===== config.mk =====
export PLATFORM = sky130hd
export DESIGN_NAME = alu_interface_module
export DESIGN_NICKNAME = d
export VERILOG_FILES = /design/src/rtl/alu_interface_module_pkg.sv /design/src/rtl/alu_interface_module.sv
export SDC_FILE = /design/constraint.sdc
export NUM_CORES = 1
export LEC_CHECK = 0
export ABC_AREA = 1
export ABC_CLOCK_PERIOD_IN_PS = 1400
export CAP_MARGIN = 20
export CORE_MARGIN = 2
export CORE_UTILIZATION = 42
export CTS_CLUSTER_DIAMETER = 100
export DETAILED_ROUTE_END_ITERATION = 10
export PLACE_DENSITY = 0.78
export SETUP_SLACK_MARGIN = 0.05
export SYNTH_ARGS = -nofsm -noshare
export SYNTH_HDL_FRONTEND = slang
export SYNTH_SLANG_ARGS = --single-unit

===== constraint.sdc =====
create_clock -name i_clk -period 1.4 [get_ports i_clk]
set_clock_uncertainty 0.1 [all_clocks]
set_input_delay 0.14 -clock i_clk [delete_from_list [all_inputs] [get_ports i_clk]]
set_output_delay 0.14 -clock i_clk [all_outputs]
set_load 0.005 [all_outputs]

===== src/rtl/alu_interface_module_pkg.sv =====
// Shared definitions for the ALU sequencing front-end: ALU opcode values
// and the encoding of the byte-collection / transmit state machine.
package alu_interface_module_pkg;

   localparam logic [5:0] OP_ADD = 6'b100000;
   localparam logic [5:0] OP_SUB = 6'b100010;
   localparam logic [5:0] OP_AND = 6'b100100;
   localparam logic [5:0] OP_OR  = 6'b100101;
   localparam logic [5:0] OP_XOR = 6'b100110;
   localparam logic [5:0] OP_SRA = 6'b000011;
   localparam logic [5:0] OP_SRL = 6'b000010;
   localparam logic [5:0] OP_NOR = 6'b100111;

   typedef enum logic [2:0] {
      ST_WAIT_A  = 3'd0,
      ST_WAIT_B  = 3'd1,
      ST_WAIT_OP = 3'd2,
      ST_SEND    = 3'd3,
      ST_WAIT_TX = 3'd4
   } state_e;

endpackage


===== src/rtl/alu_interface_module.sv =====
// Collects operand A, operand B and opcode bytes from the UART receiver,
// presents them to the ALU, then hands the ALU result to the UART transmitter.
module alu_interface_module
   import alu_interface_module_pkg::*;
#(
   parameter int NB_DATA = 8,
   parameter int NB_OP   = 6
) (
   input  logic               i_clk,
   input  logic               i_reset,
   input  logic [NB_DATA-1:0] i_rx_data,
   input  logic               i_rx_done,
   input  logic [NB_DATA-1:0] i_alu_RES,
   input  logic               i_tx_done,
   output logic [NB_DATA-1:0] o_alu_A,
   output logic [NB_DATA-1:0] o_alu_B,
   output logic [NB_OP-1:0]   o_alu_OP,
   output logic [NB_DATA-1:0] o_tx_data,
   output logic               o_tx_start,
   output logic               o_busy
);

   state_e               state_q;
   logic [NB_DATA-1:0]   alu_a_q;
   logic [NB_DATA-1:0]   alu_b_q;
   logic [NB_OP-1:0]     alu_op_q;
   logic [NB_DATA-1:0]   tx_data_q;
   logic                 tx_start_q;
   logic                 busy_q;

   always_ff @(posedge i_clk) begin
      if (i_reset) begin
         state_q    <= ST_WAIT_A;
         alu_a_q    <= '0;
         alu_b_q    <= '0;
         alu_op_q   <= '0;
         tx_data_q  <= '0;
         tx_start_q <= 1'b0;
         busy_q     <= 1'b0;
      end else begin
         tx_start_q <= 1'b0;
         case (state_q)
            ST_WAIT_A: begin
               if (i_rx_done) begin
                  alu_a_q <= i_rx_data;
                  state_q <= ST_WAIT_B;
               end
            end
            ST_WAIT_B: begin
               if (i_rx_done) begin
                  alu_b_q <= i_rx_data;
                  state_q <= ST_WAIT_OP;
               end
            end
            ST_WAIT_OP: begin
               // Upper opcode bits are dropped; invalid opcodes pass to the ALU.
               if (i_rx_done) begin
                  alu_op_q <= i_rx_data[NB_OP-1:0];
                  busy_q   <= 1'b1;
                  state_q  <= ST_SEND;
               end
            end
            ST_SEND: begin
               // ALU inputs settled during the previous cycle, so its result is stable here.
               tx_data_q  <= i_alu_RES;
               tx_start_q <= 1'b1;
               state_q    <= ST_WAIT_TX;
            end
            ST_WAIT_TX: begin
               if (i_tx_done) begin
                  busy_q  <= 1'b0;
                  state_q <= ST_WAIT_A;
               end
            end
            default: begin
               busy_q  <= 1'b0;
               state_q <= ST_WAIT_A;
            end
         endcase
      end
   end

   assign o_alu_A    = alu_a_q;
   assign o_alu_B    = alu_b_q;
   assign o_alu_OP   = alu_op_q;
   assign o_tx_data  = tx_data_q;
   assign o_tx_start = tx_start_q;
   assign o_busy     = busy_q;

endmodule


==> Word-level counts from Yosys, hierarchy flattened <==
Index checks and enable logic that the tools add are counted.
{ "totals": {"ff_bits": 35, "out_inout_bits": 32, "word_cells": 32, "input_bits": 20} }
{ "op_classes": {"bitwise_logic": 1, "n_reduce_logical": 7, "eq_ne": 8, "muxes": 9} }
{ "ops": {"columns": ["cell", "count"], "rows": [
  ["one-hot mux 3 bit (5 select lines)", 1],
  ["2-to-1 mux 3 bit", 4],
  ["!= test 2 bit (second input constant)", 4],
  ["== test 3 x 2 -> 1 bit (second input constant)", 2],
  ["AND reduction 2 bit", 3],
  ["AND reduction 4 bit", 1],
  ["== test 3 x 1 -> 1 bit (second input constant)", 1],
  ["== test 3 bit (second input constant)", 1],
  ["logical NOT 3 bit", 1],
  ["2-to-1 mux 1 bit", 3],
  ["one-hot mux 1 bit (3 select lines)", 1],
  ["AND reduction 3 bit", 1],
  ["OR reduction 3 bit", 1],
  ["inverter 1 bit", 1]
]} }

==> Depth between registers and ports, before layout <==
Gate-level depths: netlist of run 1.
{ "depth": {"ltp_word": 4, "ltp_mapped": 6, "ltp_nobuf": 6} }

==> Worst setup path before layout of run 1 <==
OpenSTA, ideal clock, no wires.
{ "synth_timing": {"path_kind": "reg-to-reg", "start": "reg state_q[1]", "end": "reg alu_b_q[0] (netlist: o_alu_B[0])", "n_path_buf": 0, "required_ps": 1184, "setup_ps": 116, "synth_period_minus_slack_ps": 1125, "slack_ps": 275, "arrival_ps": 910, "path_stages_with_launch": 7, "path_cell_list": "dfxtp_1 > inv_1 > nand3_4 > nor2_4 > inv_4 > nor2_1 > nor2_1"} }
{ "synth_via": {"elab_chain_len": 2} }
{ "synth_rtl": {"columns": ["item", "line_no", "text"], "rows": [
  ["from (decl)", "alu_interface_module.sv:23", "state_e state_q;"],
  ["from (signal assigned)", "alu_interface_module.sv:33", "state_q <= ST_WAIT_A;"],
  ["from (signal assigned)", "alu_interface_module.sv:46", "state_q <= ST_WAIT_B;"],
  ["from (signal assigned)", "alu_interface_module.sv:52", "state_q <= ST_WAIT_OP;"],
  ["== test 3 x 1 -> 1 bit", "alu_interface_module.sv:42", "case (state_q)"],
  ["AND reduction 2 bit (no source line)", null, null],
  ["to (signal assigned)", "alu_interface_module.sv:51", "alu_b_q <= i_rx_data;"],
  ["to (decl)", "alu_interface_module.sv:25", "logic [NB_DATA-1:0] alu_b_q;"]
]} }
No other way between the ends.
A chain may end at the register's enable or synchronous reset.

==> Worst setup path after layout of run 1 <==
{ "layout_timing": {"start": "reg state_q[2]", "end": "reg alu_b_q[0] (netlist: o_alu_B[0])"} }
Same word-level chain as after synthesis.

==> results of run 1 <==
synth_stat cells:
master / n
inv_2: 2
nand3_4: 1
clkbuf_1: 3
nand3_2: 2
nand2_2: 1
buf_4: 1
dfxtp_1: 35
o21ai_0: 22
a21oi_1: 11
o21ai_1: 3
nor2_1: 51
inv_4: 2
nand2_4: 1
nor2_4: 2
inv_1: 6
nand2_1: 11
nand3_1: 9
cell families after synthesis:
kind of cell,count (synthesis),synth area share (%)
AND/OR/NAND/NOR,78,27.4
AO/OA/AOI/OAI,36,13.9
flip-flops,35,54.0
buffers and inverters,14,4.73
state kept, by name, summed over array words and instances (netlist names):
| register | cells |
|---|---|
| o_alu_A | 8 |
| o_alu_B | 8 |
| o_tx_data | 8 |
| o_alu_OP | 6 |
| state_q | 3 |
| o_busy | 1 |
| o_tx_start | 1 |
worst min-delay path, stage by stage:
cell	delay [ns]
clkdlybuf4s50_1	0.40
o21ai_1	0.13
nor2_1	0.04
cell type report:
| class | count | area [um2] | area share, % |
|---|---|---|---|
| Sequential cell | 35 | 741 | 37.9 |
| Multi-Input combinational cell | 115 | 544 | 27.8 |
| Timing Repair Buffer | 54 | 493 | 25.2 |
| Clock buffer | 6 | 51.3 | 2.62 |
| Inverter | 10 | 47.5 | 2.43 |
| Tap cell | 33 | 41.3 | 2.11 |
| Clock inverter | 2 | 38.8 | 1.98 |
cell usage in the layout, fill, tap and decap left out, drive strengths merged:
| cell | netlist | routed |
|---|---|---|
| dlygate4sd2 | 0 | 32 |
| nand3 | 12 | 12 |
| o21ai | 25 | 25 |
| buf | 1 | 3 |
| clkdlybuf4s50 | 0 | 19 |
| dfxtp | 35 | 35 |
| bufinv | 0 | 1 |
| clkbuf | 3 | 6 |
| a21oi | 11 | 11 |
| inv | 10 | 11 |
| nand2 | 13 | 13 |
| nor2 | 53 | 54 |
repair_timing:
item	in CTS	in global routing
endpoints found under the setup margin	32	25
resized for setup	61	8
pin swaps	0	2
gates cloned	0	1
per-layer routing:
layer,global-route usage [%],vias to the layer above,wire [um]
met5,0,-,0
met4,7.94,0,62
met3,6.55,9,215
met2,36.4,54,1740
met1,22.3,566,1340
li1,-,650,-
report_power, final:
part	switching [mW]	total [mW]	internal [mW]	leakage [nW]
Sequential	0.0308	1.09	1.05	0.299
Combinational	0.137	0.279	0.142	0.568
Clock	0.360	0.791	0.431	0.0489
Total	0.529	2.16	1.63	0.916
through the flow:
stage          instance area [um2]  util, %
6_report                      1960     65.2
5_1_grt                       1960     65.2
4_1_cts                       1940     64.6
3_5_place_dp                  1850     61.7
3_3_place_gp                  1850     61.7
2_1_floorplan                 1300        -
worst min path at each step:
| stage | start | endpoint | slack [ns] |
|---|---|---|---|
| finish | i_alu_RES[7] | o_tx_data[7] | 0.29 |
| global route | i_alu_RES[2] | o_tx_data[2] | 0.27 |
| CTS | i_alu_RES[2] | o_tx_data[2] | 0.28 |
| detailed placement | o_alu_OP[4] | o_alu_OP[4] | 0.36 |
| global placement | o_alu_OP[3] | o_alu_OP[3] | 0.35 |
| floorplan | i_rx_data[0] | o_alu_B[0] | 0.17 |
==> results.md, run 1 <==
- Crit-path leading delay family: simple AND/OR/NAND/NOR gates
- Hold Path Cell Cnt: 3
- Leakage: 0.916 nW
- Worst path cell trace: inv_4 > nand3_4 > nor2_4 > inv_4 > nor2_1 > nor2_1
- I/O pin cnt: 52
- FF-to-FF path depth: 6
- N_diodes: 0
- Pre-CTS setup slack: -0.116 ns
- DP Cell Count: 246
- Setup crit start: state_q[2]
- Initial Util: 43.2%
- Total CTS buffers: 5
- Dpl hpwl: 2.38 mm
- CTS clk-pin slew, worst paths: 0.11 ns
- Clk sinks: 35
- Yosys cell types: 17
- Fill count: 259
- Max Cap Viol: 0
- Global-route wire length before repair: 5.28 mm
- Power Density: 1100 nW/um2
- Vias in the first global route: 1,205
- Syn Std Cell Area: roughly 1300 um2
- Vias per cell: between 5 and 6
- Sequential share of the synthesized area: between 50% and 60%
- Pin count of the biggest net entering global routing: 26
- Hold buffers post-CTS: 0
- Total power draw: 2.16 mW
- Worst R2R End: o_alu_B[0]
- Die area: 3550 um2
- Avg WL per Cell: 13.2 um
- Max rail drop VDD: ~740 uV
- Delay of the slowest critical-path stage: 0.38 ns
- Post-route ant nets: 0
- Clk_lat worst skew: between 0.3 and 0.4 ns
- Seq cells post-synth: 35
- Drt total wl: between 3 and 4 mm
- Largest area contributor in the netlist: dfxtp_1
- Max-slew headroom: 63.0%
- Worst reg2reg setup slack: 0.1 ns
- Drt pass-1 iters: 5
- Post-CTS Setup Bufs: 0
- Crit path kind: reg2reg
- HP Class: in2reg
- Status: finished clean
- Final Max Slew Viols: 0
- 1st-iter DRT viols: between 60 and 70
- Root buf cell: clkbuf_4
- Worst-Margin Slew: 0.554 ns
- Non-filler cells, final: 255
- CTS Buffer Depth: 2
- RePlAce Congestion: 0.835
- All-Layer GR Usage: 20.4%
- Setup Total Neg Slack: 0 ns
- Share of post-route cells with drive strength above 1: 26.1%
- Synth top area cells: dfxtp_1 (54%), nor2_1 (15%), o21ai_0 (8.5%)
- CTS tree: built
- Hold Fails Final Rpt: 0
- Initial antenna violation count: 0
- RSZ-0062 raised after global routing: yes
- DIE HEIGHT: approximately 60 um
- Worst-path maximum fanout: 10
- Total core area: about 3000 um2
- Startpoint Class: register
- # DRC: 0
- Syn_area_per_cell: around 8 um2
- Port Buffers: 51
- Worst setup EP type: register
- Layout Nets: 241
- H-tree Lvls: 2
- Mapped Nets: 183
- Die X: 59.6 um
- Gr ovfl total: 0
- Synth Warn #: 0
- WP data arrival: 1.45 ns
- Area Overhead vs Synth: 50.8%
- Hold_ws: 0.290 ns
- Minimum clock period: 1.30 ns
- Maximum clock rate: 0.768 GHz
- CP Depth: 6
- Crit-path slowest cell: dfxtp_2
- Final setup violation count: 0
- DR vias: roughly 1,300
- Final WS setup: 0.0977 ns
- FF-to-FF Start: state_q[2]
- Worst path required time: 1.55 ns
- Gate Count Post-Synth: 163
- Core Rows: 20
- Yosys top cell area share: 54.0%
- Critical Path End: o_alu_B[0]
- Final period util: 93.0%
- Buf/Inv on CP: 2
Power figures use the tool's default switching activity.
==> inputs of run 2 (changes only) <==
--- a/config.mk
+++ b/config.mk
@@ -13,6 +13,7 @@
 export CTS_CLUSTER_DIAMETER = 100
 export DETAILED_ROUTE_END_ITERATION = 10
 export PLACE_DENSITY = 0.78
+export REMOVE_ABC_BUFFERS = 1
 export SETUP_SLACK_MARGIN = 0.05
 export SYNTH_ARGS = -nofsm -noshare
 export SYNTH_HDL_FRONTEND = slang
==> results.md, run 2 (synthesis results as in run 1) <==
- Non-filler cells, final: 257
- Maximum clock rate: 0.808 GHz
- Max rail drop VDD: around 600 uV
- Total power draw: 1.98 mW
- Worst-Margin Slew: ~0.55 ns
- Net Sw Frac: 25.0%
- N_diodes: 0
- Internal power: 1.49 mW
- Drt pass-1 iters: 4
- Total CTS buffers: 5
- Worst-path maximum fanout: 11
- Max-slew headroom: between 60% and 70%
- Setup Total Neg Slack: 0 ns
- Hold_ws: 0.307 ns
- Vias per cell: ~5.0
- Power Density: 1020 nW/um2
- Seq pwr share: a little over half
- Global-route wire length before repair: 5.12 mm
- Most common cell after layout, fill and taps aside: nor2_1
- RePlAce Congestion: 0.806
- DP Cell Count: 245
- Startpoint Class: register
- Avg WL per Cell: approximately 13 um
- Post-route ant nets: 0
- WP data arrival: 1.37 ns
- Dpl hpwl: 2.34 mm
- CTS clk-pin slew, worst paths: 0.10 ns
- Area Overhead vs Synth: 49.5%
- CTS Buffer Depth: 2
- Layout Nets: 243
- Final period util: 88.4%
- Pre-CTS setup slack: -0.0987 ns
- Crit path kind: reg2reg
- Final setup violation count: 0
- Die X: between 50 and 60 um
- Share of post-route cells with drive strength above 1: 24.6%
- H-tree Lvls: 2
- Max Cap Viol: 0
- All-Layer GR Usage: 19.5%
- Setup crit start: state_q[2]
- Die area: 3550 um2
- CTS tree: built
- Drt total wl: about 3.3 mm
- Net switching power: 495 uW
- FF-to-FF path depth: 5
- Initial Util: 43.2%
- # DRC: 0
- DIE HEIGHT: 59.6 um
- Initial antenna violation count: 0
- Minimum clock period: 1.24 ns
- DR vias: 1,291
- Worst reg2reg setup slack: 0.16 ns
- FF-to-FF Start: state_q[2]
- Hold buffers post-CTS: 0
- I/O pin cnt: between 50 and 60
- Clk_lat worst skew: 0.34 ns
- Worst setup EP type: register
- Pin count of the biggest net entering global routing: 26
- Final Max Slew Viols: 0
- RSZ-0062 raised after global routing: no
- Hold Fails Final Rpt: 0
- 1st-iter DRT viols: 54
- Commonest non-fill, non-tap cells in the layout: nor2_1 (50), dlygate4sd2_1 (32), dfxtp_2 (29), o21ai_0 (22), clkdlybuf4s50_1 (19)
- Gr ovfl total: 0
- Logic pwr share: approximately 14%
- HP Class: in2reg
- Core Rows: 20
- Clk sinks: 35
- Status: finished clean
- Total core area: 3000 um2
- Port Buffers: 51
- Final WS setup: 0.163 ns
- Critical Path End: o_tx_data[0]
- Clock Power Share: 31.4%
- Worst R2R End: o_tx_data[0]
- Root buf cell: clkbuf_4
- Vias in the first global route: 1,207
- Worst path required time: 1.53 ns
- Leakage: between 0.9 and 1 nW
==> run 2: cell count changes in the layout (fill, tap and decap cells not counted), moves of 2 or more <==
| cell | change |
|---|---|
| dfxtp_2 | -3 |
| dfxtp_1 | +3 |
| inv_2 | +2 |
| inv_4 | -2 |
==> run 2: per-layer routing <==
metal  up-vias  wire, um  global-route usage, %
li1        652         -                      -
met3         5       259                   8.30
met4         0        43                   5.71
met2        44      1580                   32.8
met1       590      1430                   22.5
met5         -         0                      0
==> run 2: power groups by stage <==
stage / clock network (mW) / registers (mW) / logic [mW]
after global placement: 0 / 1.10 / 0.294
after detailed placement: 0 / 1.10 / 0.299
after floorplan: 0 / 1.10 / 0.112
after CTS: 0.641 / 1.08 / 0.271
final: 0.623 / 1.08 / 0.278
after global routing: 0.685 / 1.09 / 0.308
==> run 2: metrics by stage <==
step / cell area, um2 / utilization [%]
CTS: 1920 / 63.8
global placement: 1850 / 61.5
floorplan: 1280 / -
detailed placement: 1850 / 61.5
finish: 1940 / 64.6
global route: 1940 / 64.6
==> run 2: worst max-delay path, stage by stage (launching register included) <==
cell     delay, ns
dfxtp_1       0.48
inv_4         0.08
nand3_2       0.18
inv_2         0.11
nor2_1        0.11
nor2_1        0.05
==> run 2: worst min-delay path by stage <==
stage	startpoint	end	slack, ns	cells past startpoint
6_report	i_rx_data[6]	o_alu_B[6]	0.31	3
5_1_grt	i_rx_data[7]	o_alu_B[7]	0.32	3
4_1_cts	i_rx_data[7]	o_alu_B[7]	0.30	3
3_5_place_dp	o_alu_OP[2]	o_alu_OP[2]	0.35	2
3_3_place_gp	o_alu_OP[0]	o_alu_OP[0]	0.35	2
2_1_floorplan	i_reset	o_alu_OP[0]	0.11	1
==> run 2: cell type report <==
type | count | area (um2)
inverter | 10 | 42.5
fill | 268 | 1060
multi-input combinational | 116 | 549
sequential | 35 | 737
clock buffer | 8 | 68.8
tap | 33 | 41.3
timing repair buffer | 55 | 500
==> run 2: timing repair <==
item / CTS / global route
endpoints found under the setup margin: 32 / 24
gates resized for setup: 59 / 5
buffers inserted: 1 / 1
cloned: 0 / 2
pin swaps: 0 / 1
==> inputs of run 3 (changes only) <==
--- a/config.mk
+++ b/config.mk
@@ -9,12 +9,13 @@
 export ABC_CLOCK_PERIOD_IN_PS = 1400
 export CAP_MARGIN = 20
 export CORE_MARGIN = 2
-export CORE_UTILIZATION = 42
+export CORE_UTILIZATION = 44
+export CTS_BUF_LIST = sky130_fd_sc_hd__clkbuf_8
 export CTS_CLUSTER_DIAMETER = 100
 export DETAILED_ROUTE_END_ITERATION = 10
-export PLACE_DENSITY = 0.78
+export PLACE_DENSITY = 0.81
 export REMOVE_ABC_BUFFERS = 1
-export SETUP_SLACK_MARGIN = 0.05
+export SETUP_SLACK_MARGIN = 0.02
 export SYNTH_ARGS = -nofsm -noshare
 export SYNTH_HDL_FRONTEND = slang
 export SYNTH_SLANG_ARGS = --single-unit
==> results.md, run 3 (synthesis results as in run 1) <==
- FF-to-FF path depth: 5
- Total core area: 2780 um2
- Total CTS buffers: 5
- Maximum clock rate: 0.733 GHz
- Worst-path maximum fanout: 2
- HP Class: in2reg
- Die area: 3400 um2
- I/O pin cnt: 52
- Max-slew headroom: 62.2%
- Worst R2R End: o_alu_B[1]
- Root buf cell: clkbuf_8
- Vias in the first global route: approximately 1,300
- DIE HEIGHT: 58.3 um
- Logic pwr share: approximately an eighth
- Commonest non-fill, non-tap cells in the layout: nor2_1 (50), clkdlybuf4s50_1 (30), o21ai_0 (22), dfxtp_1 (20)
- # DRC: 0
- CTS clk-pin slew, worst paths: 0.07 ns
- Hold Path Cell Cnt: 3
- Crit path kind: reg2out
- All-Layer GR Usage: 21.8%
- Power Density: 1150 nW/um2
- Final Max Slew Viols: 0
- Status: finished clean
- Final period util: 97.5%
- Net Sw Frac: 23.0%
- Hold Fails Final Rpt: 0
- CTS Buffer Depth: 2
- Pin count of the biggest net entering global routing: 26
- CTS tree: built
- H-tree Lvls: 2
- Layout Nets: 240
- Final Util: 72.6%
- Worst reg2reg setup slack: 0.10 ns
- Worst path cell trace: clkdlybuf4s50_1
- Die X: 58.3 um
- Clock Power Share: 40.4%
- Startpoint Class: register
- Endpoint, Worst Hold: o_alu_B[7]
- Net switching power: 534 uW
- 1st-iter DRT viols: 54
- Worst-Margin Slew: 0.566 ns
- FF-to-FF Start: state_q[1]
- Drt total wl: 3.49 mm
- Avg WL per Cell: 13.9 um
- Worst hold start: i_rx_data[7]
- Crit-path slowest cell: clkdlybuf4s50_1
- Internal power: 1.79 mW
- Dpl hpwl: 2.44 mm
- Max Cap Viol: 0
- Global-route wire length before repair: 5.57 mm
- DR vias: 1,303
- Core Rows: 19
- Seq pwr share: 46.8%
- Minimum clock period: between 1 and 1.5 ns
- Delay of the slowest critical-path stage: 0.50 ns
- Clk_lat worst skew: 0.29 ns
- WP data arrival: 1.12 ns
- Initial Util: 46.6%
- Max rail drop VDD: 988 uV
- Area Overhead vs Synth: 55.7%
- Most common cell after layout, fill and taps aside: nor2_1
- Drt pass-1 iters: 4
- Post-route ant nets: 0
- Crit-path leading delay family: buffers and inverters
- Gr ovfl total: 0
- Leakage: 1.07 nW
- Share of post-route cells with drive strength above 1: 18.1%
- RSZ-0062 raised after global routing: no
- Post-CTS Setup Bufs: 0
- Worst setup EP type: primary output
- Final WS setup: between 0.03 and 0.04 ns
- Clk sinks: 35
- Pre-CTS setup slack: -0.0786 ns
- Buf/Inv on CP: 1
- Final setup violation count: 0
- N_diodes: 0
- Worst path required time: 1.16 ns
- RePlAce Congestion: a little under 0.8
- Vias per cell: 5.17
- Initial antenna violation count: 0
- Port Buffers: 51
-- run 3: power by group through the flow --
| stage | Clock [mW] | Sequential (mW) | Combinational [mW] |
|---|---|---|---|
| finish | 0.938 | 1.08 | 0.297 |
| global route | 0.995 | 1.09 | 0.327 |
| CTS | 0.944 | 1.08 | 0.298 |
| detailed placement | 0 | 1.10 | 0.299 |
| global placement | 0 | 1.10 | 0.292 |
| floorplan | 0 | 1.10 | 0.112 |
-- run 3: how the worst max path moves through the flow --
| stage | from | endpoint | cells past startpoint |
|---|---|---|---|
| floorplan | state_q[1] | o_alu_B[0] | 6 |
| global placement | i_reset | o_busy | 4 |
| detailed placement | i_reset | o_alu_A[1] | 4 |
| CTS | o_alu_OP[5] | o_alu_OP[5] | 1 |
| global route | state_q[1] | o_alu_B[1] | 5 |
| finish | o_tx_data[0] | o_tx_data[0] | 1 |
-- run 3: stage by stage --
stage	std cells	cell area (um2)	hold WS, ns	power, mW	TNS [ns]
2_1_floorplan	159	1280	0.109	1.21	0
3_3_place_gp	243	1840	0.354	1.39	-0.864
3_5_place_dp	243	1840	0.362	1.40	-1.46
4_1_cts	251	1960	0.357	2.32	0
5_1_grt	252	2020	0.378	2.41	0
6_report	252	2020	0.354	2.32	0
-- run 3: area by class of cell --
type / instances / area (um2)
Clock buffer: 6 / 82.6
Clock inverter: 2 / 35.0
Fill cell: 224 / 761
Inverter: 10 / 45.0
Multi-Input combinational cell: 115 / 544
Sequential cell: 35 / 719
Tap cell: 31 / 38.8
Timing Repair Buffer: 53 / 556
-- run 3: per-layer routing --
layer	share of wire [%]	vias up	GRT usage, %
met3	6.9	11	7.03
met4	2.3	0	10.6
met1	41	603	25.2
li1	-	644	-
met5	0	-	0
met2	50	45	36.1
-- run 3: timing repair --
| action | in CTS | in global routing |
|---|---|---|
| hold buffers | 0 | 0 |
| endpoints found under the setup margin | 10 | 46 |
| gates cloned | 0 | 1 |
| resized for setup | 10 | 30 |
| pin swaps | 0 | 1 |
